==> config.mk <==
export PLATFORM = sky130hd
export DESIGN_NAME = multicycle_controller_flat
export DESIGN_NICKNAME = d
export VERILOG_FILES = /design/src/rtl/mips_ctrl_pkg.sv /design/src/rtl/multicycle_controller_if.sv /design/src/rtl/ctrl_output_decode.sv /design/src/rtl/multicycle_controller.sv /design/src/flat_wrapper.sv
export SDC_FILE = /design/constraint.sdc
export NUM_CORES = 1
export LEC_CHECK = 0
export CAP_MARGIN = 15
export CORE_MARGIN = 1.5
export CORE_UTILIZATION = 44
export DETAILED_ROUTE_END_ITERATION = 16
export PLACE_DENSITY = 0.88
export SETUP_SLACK_MARGIN = 0.05
export SYNTH_ARGS = -nofsm -noshare
export SYNTH_HDL_FRONTEND = slang
export SYNTH_SLANG_ARGS = --single-unit
==> constraint.sdc <==
create_clock -name clk -period 4.4 [get_ports clk]
set_input_delay 0.88 -clock clk [delete_from_list [all_inputs] [get_ports clk]]
set_output_delay 0.88 -clock clk [all_outputs]
set_load 0.01 [all_outputs]
==> src/rtl/mips_ctrl_pkg.sv <==
// rtl/mips_ctrl_pkg.sv - opcode, aluop, mux-select and state encodings for the multicycle MIPS controller
package mips_ctrl_pkg;

   localparam logic [5:0] OP_RTYPE = 6'b000000;
   localparam logic [5:0] OP_LW    = 6'b100011;
   localparam logic [5:0] OP_SW    = 6'b101011;
   localparam logic [5:0] OP_BEQ   = 6'b000100;
   localparam logic [5:0] OP_J     = 6'b000010;
   localparam logic [5:0] OP_ADDI  = 6'b001000;
   localparam logic [5:0] OP_ANDI  = 6'b001100;
   localparam logic [5:0] OP_ORI   = 6'b001101;
   localparam logic [5:0] OP_SLTI  = 6'b001010;

   localparam logic [1:0] ALUOP_ADD   = 2'b00;
   localparam logic [1:0] ALUOP_SUB   = 2'b01;
   localparam logic [1:0] ALUOP_ITYPE = 2'b10;
   localparam logic [1:0] ALUOP_RTYPE = 2'b11;

   localparam logic [1:0] PCSRC_ALU    = 2'b00;
   localparam logic [1:0] PCSRC_ALUOUT = 2'b01;
   localparam logic [1:0] PCSRC_JUMP   = 2'b10;

   localparam logic [1:0] SRCB_REG   = 2'b00;
   localparam logic [1:0] SRCB_FOUR  = 2'b01;
   localparam logic [1:0] SRCB_IMM   = 2'b10;
   localparam logic [1:0] SRCB_IMMSH = 2'b11;

   typedef enum logic [3:0] {
      S_FETCH   = 4'd0,
      S_DECODE  = 4'd1,
      S_MEMADR  = 4'd2,
      S_MEMRD   = 4'd3,
      S_MEMWB   = 4'd4,
      S_MEMWR   = 4'd5,
      S_EXECUTE = 4'd6,
      S_ALUWB   = 4'd7,
      S_IEXEC   = 4'd8,
      S_IWB     = 4'd9,
      S_BRANCH  = 4'd10,
      S_JUMP    = 4'd11
   } state_t;

   typedef struct packed {
      logic       mem_req;
      logic       memwrite;
      logic       iord;
      logic       irwrite;
      logic       pcwrite;
      logic       branch;
      logic [1:0] pcsrc;
      logic       alusrca;
      logic [1:0] alusrcb;
      logic [1:0] aluop;
      logic       regdst;
      logic       memtoreg;
      logic       regwrite;
   } ctrl_word_t;

   function automatic logic opcode_legal(input logic [5:0] op);
      case (op)
         OP_RTYPE, OP_LW, OP_SW, OP_BEQ, OP_J,
         OP_ADDI, OP_ANDI, OP_ORI, OP_SLTI: return 1'b1;
         default:                           return 1'b0;
      endcase
   endfunction

endpackage

==> src/rtl/multicycle_controller_if.sv <==
// rtl/multicycle_controller_if.sv - control/status bundle between the controller and the datapath/memory
interface multicycle_controller_if;

   logic [5:0] opcode;
   logic       zero;
   logic       mem_ready;

   logic       mem_req;
   logic       memwrite;
   logic       iord;
   logic       irwrite;
   logic       pcwrite;
   logic       branch;
   logic [1:0] pcsrc;
   logic       alusrca;
   logic [1:0] alusrcb;
   logic [1:0] aluop;
   logic       regdst;
   logic       memtoreg;
   logic       regwrite;
   logic       illegal;

   // zero only feeds the datapath's PC-enable; the controller never looks at it
   modport master (
      input  opcode, mem_ready,
      output mem_req, memwrite, iord, irwrite, pcwrite, branch, pcsrc,
             alusrca, alusrcb, aluop, regdst, memtoreg, regwrite, illegal
   );

   modport slave (
      output opcode, zero, mem_ready,
      input  mem_req, memwrite, iord, irwrite, pcwrite, branch, pcsrc,
             alusrca, alusrcb, aluop, regdst, memtoreg, regwrite, illegal
   );

endinterface

==> src/rtl/ctrl_output_decode.sv <==
// rtl/ctrl_output_decode.sv - combinational state (+mem_ready) to control-word decode
module ctrl_output_decode
   import mips_ctrl_pkg::*;
(
   input  state_t     state,
   input  logic       mem_ready,
   output ctrl_word_t word
);

   always_comb begin
      word = '0;
      case (state)
         S_FETCH: begin
            word.mem_req = 1'b1;
            word.alusrcb = SRCB_FOUR;
            word.aluop   = ALUOP_ADD;
            word.pcsrc   = PCSRC_ALU;
            // IR and PC+4 commit only on the cycle the fetch actually completes
            word.irwrite = mem_ready;
            word.pcwrite = mem_ready;
         end
         S_DECODE: begin
            word.alusrcb = SRCB_IMMSH;
            word.aluop   = ALUOP_ADD;
         end
         S_MEMADR: begin
            word.alusrca = 1'b1;
            word.alusrcb = SRCB_IMM;
            word.aluop   = ALUOP_ADD;
         end
         S_MEMRD: begin
            word.mem_req = 1'b1;
            word.iord    = 1'b1;
         end
         S_MEMWB: begin
            word.memtoreg = 1'b1;
            word.regwrite = 1'b1;
         end
         S_MEMWR: begin
            word.mem_req  = 1'b1;
            word.memwrite = 1'b1;
            word.iord     = 1'b1;
         end
         S_EXECUTE: begin
            word.alusrca = 1'b1;
            word.alusrcb = SRCB_REG;
            word.aluop   = ALUOP_RTYPE;
         end
         S_ALUWB: begin
            word.regdst   = 1'b1;
            word.regwrite = 1'b1;
         end
         S_IEXEC: begin
            word.alusrca = 1'b1;
            word.alusrcb = SRCB_IMM;
            word.aluop   = ALUOP_ITYPE;
         end
         S_IWB: begin
            word.regwrite = 1'b1;
         end
         S_BRANCH: begin
            word.alusrca = 1'b1;
            word.alusrcb = SRCB_REG;
            word.aluop   = ALUOP_SUB;
            word.branch  = 1'b1;
            word.pcsrc   = PCSRC_ALUOUT;
         end
         S_JUMP: begin
            word.pcwrite = 1'b1;
            word.pcsrc   = PCSRC_JUMP;
         end
         default: ;
      endcase
   end

endmodule

==> src/rtl/multicycle_controller.sv <==
// rtl/multicycle_controller.sv - main sequencing FSM of the multicycle MIPS core
module multicycle_controller
   import mips_ctrl_pkg::*;
(
   input logic                     clk,
   input logic                     rst_n,
   multicycle_controller_if.master cif
);

   state_t     state;
   state_t     state_next;
   ctrl_word_t dec_word;
   ctrl_word_t word;

   always_ff @(posedge clk) begin
      if (!rst_n) state <= S_FETCH;
      else        state <= state_next;
   end

   always_comb begin
      state_next = S_FETCH;
      case (state)
         S_FETCH:   state_next = cif.mem_ready ? S_DECODE : S_FETCH;
         S_DECODE: begin
            case (cif.opcode)
               OP_LW, OP_SW:                     state_next = S_MEMADR;
               OP_RTYPE:                         state_next = S_EXECUTE;
               OP_BEQ:                           state_next = S_BRANCH;
               OP_ADDI, OP_ANDI, OP_ORI, OP_SLTI: state_next = S_IEXEC;
               OP_J:                             state_next = S_JUMP;
               default:                          state_next = S_FETCH;
            endcase
         end
         S_MEMADR:  state_next = (cif.opcode == OP_SW) ? S_MEMWR : S_MEMRD;
         S_MEMRD:   state_next = cif.mem_ready ? S_MEMWB : S_MEMRD;
         S_MEMWR:   state_next = cif.mem_ready ? S_FETCH : S_MEMWR;
         S_EXECUTE: state_next = S_ALUWB;
         S_IEXEC:   state_next = S_IWB;
         // MEMWB, ALUWB, IWB, BRANCH, JUMP and unused codes all return to fetch
         default:   state_next = S_FETCH;
      endcase
   end

   ctrl_output_decode u_decode (
      .state     (state),
      .mem_ready (cif.mem_ready),
      .word      (dec_word)
   );

   always_comb begin
      word         = rst_n ? dec_word : '0;
      cif.mem_req  = word.mem_req;
      cif.memwrite = word.memwrite;
      cif.iord     = word.iord;
      cif.irwrite  = word.irwrite;
      cif.pcwrite  = word.pcwrite;
      cif.branch   = word.branch;
      cif.pcsrc    = word.pcsrc;
      cif.alusrca  = word.alusrca;
      cif.alusrcb  = word.alusrcb;
      cif.aluop    = word.aluop;
      cif.regdst   = word.regdst;
      cif.memtoreg = word.memtoreg;
      cif.regwrite = word.regwrite;
      cif.illegal  = rst_n && (state == S_DECODE) && !opcode_legal(cif.opcode);
   end

endmodule

==> src/flat_wrapper.sv <==
// flat-port wrapper written by rule: the top's interface ports become plain ports
module multicycle_controller_flat import mips_ctrl_pkg::*;
  (clk, rst_n, cif_opcode, cif_mem_ready, cif_mem_req, cif_memwrite, cif_iord, cif_irwrite, cif_pcwrite, cif_branch, cif_pcsrc, cif_alusrca, cif_alusrcb, cif_aluop, cif_regdst, cif_memtoreg, cif_regwrite, cif_illegal);
  multicycle_controller_if cif_i ();
  input logic clk;
  input logic rst_n;
  input wire logic [$bits(cif_i.opcode)-1:0] cif_opcode;
  input wire logic [$bits(cif_i.mem_ready)-1:0] cif_mem_ready;
  output wire logic [$bits(cif_i.mem_req)-1:0] cif_mem_req;
  output wire logic [$bits(cif_i.memwrite)-1:0] cif_memwrite;
  output wire logic [$bits(cif_i.iord)-1:0] cif_iord;
  output wire logic [$bits(cif_i.irwrite)-1:0] cif_irwrite;
  output wire logic [$bits(cif_i.pcwrite)-1:0] cif_pcwrite;
  output wire logic [$bits(cif_i.branch)-1:0] cif_branch;
  output wire logic [$bits(cif_i.pcsrc)-1:0] cif_pcsrc;
  output wire logic [$bits(cif_i.alusrca)-1:0] cif_alusrca;
  output wire logic [$bits(cif_i.alusrcb)-1:0] cif_alusrcb;
  output wire logic [$bits(cif_i.aluop)-1:0] cif_aluop;
  output wire logic [$bits(cif_i.regdst)-1:0] cif_regdst;
  output wire logic [$bits(cif_i.memtoreg)-1:0] cif_memtoreg;
  output wire logic [$bits(cif_i.regwrite)-1:0] cif_regwrite;
  output wire logic [$bits(cif_i.illegal)-1:0] cif_illegal;
  assign cif_i.opcode = cif_opcode;
  assign cif_i.mem_ready = cif_mem_ready;
  assign cif_mem_req = cif_i.mem_req;
  assign cif_memwrite = cif_i.memwrite;
  assign cif_iord = cif_i.iord;
  assign cif_irwrite = cif_i.irwrite;
  assign cif_pcwrite = cif_i.pcwrite;
  assign cif_branch = cif_i.branch;
  assign cif_pcsrc = cif_i.pcsrc;
  assign cif_alusrca = cif_i.alusrca;
  assign cif_alusrcb = cif_i.alusrcb;
  assign cif_aluop = cif_i.aluop;
  assign cif_regdst = cif_i.regdst;
  assign cif_memtoreg = cif_i.memtoreg;
  assign cif_regwrite = cif_i.regwrite;
  assign cif_illegal = cif_i.illegal;
  multicycle_controller u_core (.clk(clk), .rst_n(rst_n), .cif(cif_i));
endmodule
==> run metrics <==
status complete, no violations; CTS tree yes; cts hold-fix bufs 0; Clock Sinks 4; post-cts resize count 0; Setup crit end kind output pin; WL met1 652 um; dominant cells by area after synthesis dfxtp_1 (13%), nor2_1 (6.7%), a21oi_1 (6.5%), nor3_1 (6.5%), nand2b_1 (5.1%); dpl hpwl 1.08 mm; top-count cell post-synth nor2_1; Hold Vio Cnt, Final 0; power per cell area 148 nW/um2; CP Max Fanout 10; Iter 0 DRT Violations 2; first-pass GRT wire length 2.29 mm; Post-Synth Simple-Gate Area 0.495; headroom to the max-slew limit 0.503; Layout Nets 123; Most used DFF post-synth dfxtp_1; initial antenna violation count 0; Worst EP required 3.52 ns; ratio of final minimum period to clock period 0.810; Max Cap Violations 0; WL/cell 11.7 um; drt total wl 1.49 mm; synth warn 0; Top Metal Used met3; Slew Limit Fails 0; Max Clock Freq 0.281 GHz; vias per std cell 5.83; largest net degree at the start of global routing 23; Met3 Wirelength 84 um; final setup vio count 0; Final Skew 0.000126 ns; remaining antenna violation count 0; maximum clock path buffer count 2; total CTS buffers 3; synthesis-stage register bit count 4; met2 WL post-DR 755 um; routability cong. 0.803; Synth async-reset ratio 0; Seq/Total Area, Yosys 0.130; setup_tns 0 ns; XOR/XNOR Fraction of Synth Area 0.0285; vias in the first global route 557; post-synth top area cell dfxtp_1; # port buffers 25; peak supply drop 0.176 mV; grt ovf 0; number of flip-flops in the largest register 4; Compound-Gate Fraction of Synth Area 0.234; Largest regs u_core.state (4); Mapped Cells 93; number of I/O pins 26; Reg with most FFs u_core.state; Die X 40.4 um; DR vias 741; DR pass1 iterations 4; DIE AREA 1630 um2; largest family of logic cells by synthesized area simple AND/OR/NAND/NOR gates; die height 40.4 um; CORE AREA 1300 um2; Worst-Margin Slew 0.744 ns; initial core utilization 0.472; RSZ-0062 raised after global routing false; Worst-path clk slew 0.04 ns; Clock Root Buffer clkbuf_4; Setup Fix Bufs, Post-CTS 0; post-synthesis mux area share 0.0183; Post-Synth Adder-Cell Area 0; EDFF count, synth 0; CP Class input pin to output pin; worst skew pair latency 0.23 ns; drt drc 0; total track usage 0.200; commonest cells in the netlist nor2_1 (11), a21oi_1 (8), nor3_1 (8); ratio of cells with drive above 1 in the final layout 0.0714; Rows 13; HP Class flop to flop; H-tree levels 1; Synthesized Nets 102; P&R area growth vs syn 39.9%; Worst Setup Start Kind input pin; critical path arrival 2.68 ns; area share of the largest cell type after synthesis 0.130; Synth cell types 36; synthesized area per cell 6.61 um2; Tot Pwr 127 uW; fin crit period 3.56 ns; antenna fix cells 0; Netlist Area Pre-Place 614 um2; Pleak 0.284 nW
-- worst max-delay path, cell delays in order --
cell and delay, ns:
clkdlybuf4s50_1 0.57, nand2b_1 0.21, and4bb_2 0.26, or2_2 0.28
clkdlybuf4s50_1 0.48
-- area by class of cell --
| cell class | count | area (um2) |
|---|---|---|
| multi-input combinational | 77 | 477 |
| fill | 125 | 442 |
| timing repair buffer | 25 | 250 |
| sequential | 4 | 80.1 |
| clock buffer | 3 | 22.5 |
| tap | 15 | 18.8 |
| inverter | 3 | 11.3 |
-- cell families after synthesis --
kind of cell	Yosys count
XOR/XNOR	2
AND/OR/NAND/NOR	51
flip-flops	4
AO/OA/AOI/OAI	23
multiplexers	1
buffers and inverters	12
-- cells in the final DEF (no fill, tap or decap), types with 2 or more instances in the layout --
master	netlist	final
nor3_1	8	8
nor2_1	11	11
a21oi_1	8	8
clkbuf_4	0	3
a31oi_1	2	2
clkdlybuf4s50_1	0	25
nor2b_1	3	3
dfxtp_1	4	4
or2_2	2	2
nand3b_1	2	2
nor3b_1	2	2
a211oi_1	2	2
nand2_1	6	6
nand2b_1	5	5
xor2_1	2	2
o21ai_0	5	5
nand3_1	2	2
and3b_1	2	2
inv_1	3	3
-- routing by layer --
metal,vias to the layer above,track usage
met5,-,0
met4,0,0
met3,0,0.0500
met2,26,0.373
met1,332,0.241
li1,383,-
-- power breakdown --
part	leakage, nW	switching [mW]	internal [mW]
sequential	0.0325	0.00488	0.0375
clock	0.0138	0.0150	0.0305
combinational	0.238	0.0171	0.0224
-- through the flow --
stage	hold WS (ns)	utilization	std cells	setup slack [ns]	cell area [um2]
floorplan	0.667	-	93	1.76	614
global placement	0.864	0.643	124	0.875	837
detailed placement	0.873	0.643	124	0.848	837
CTS	0.883	0.661	127	0.848	860
global route	0.947	0.661	127	0.731	860
finish	0.889	0.661	127	0.838	860
-- final timing paths --
path | startpoint | endpoint | slack [ns] | cells past startpoint
max | rst_n | cif_pcwrite | 0.84 | 5
min | u_core.state[2]$_SDFF_PN0_ | u_core.state[2]$_SDFF_PN0_ | 0.89 | 2
max reg2reg | u_core.state[0]$_SDFF_PN0_ | u_core.state[2]$_SDFF_PN0_ | 2.71 | 4
min reg2reg | u_core.state[2]$_SDFF_PN0_ | u_core.state[2]$_SDFF_PN0_ | 0.89 | 2
Note: power is estimated with default switching activity, not from simulation.
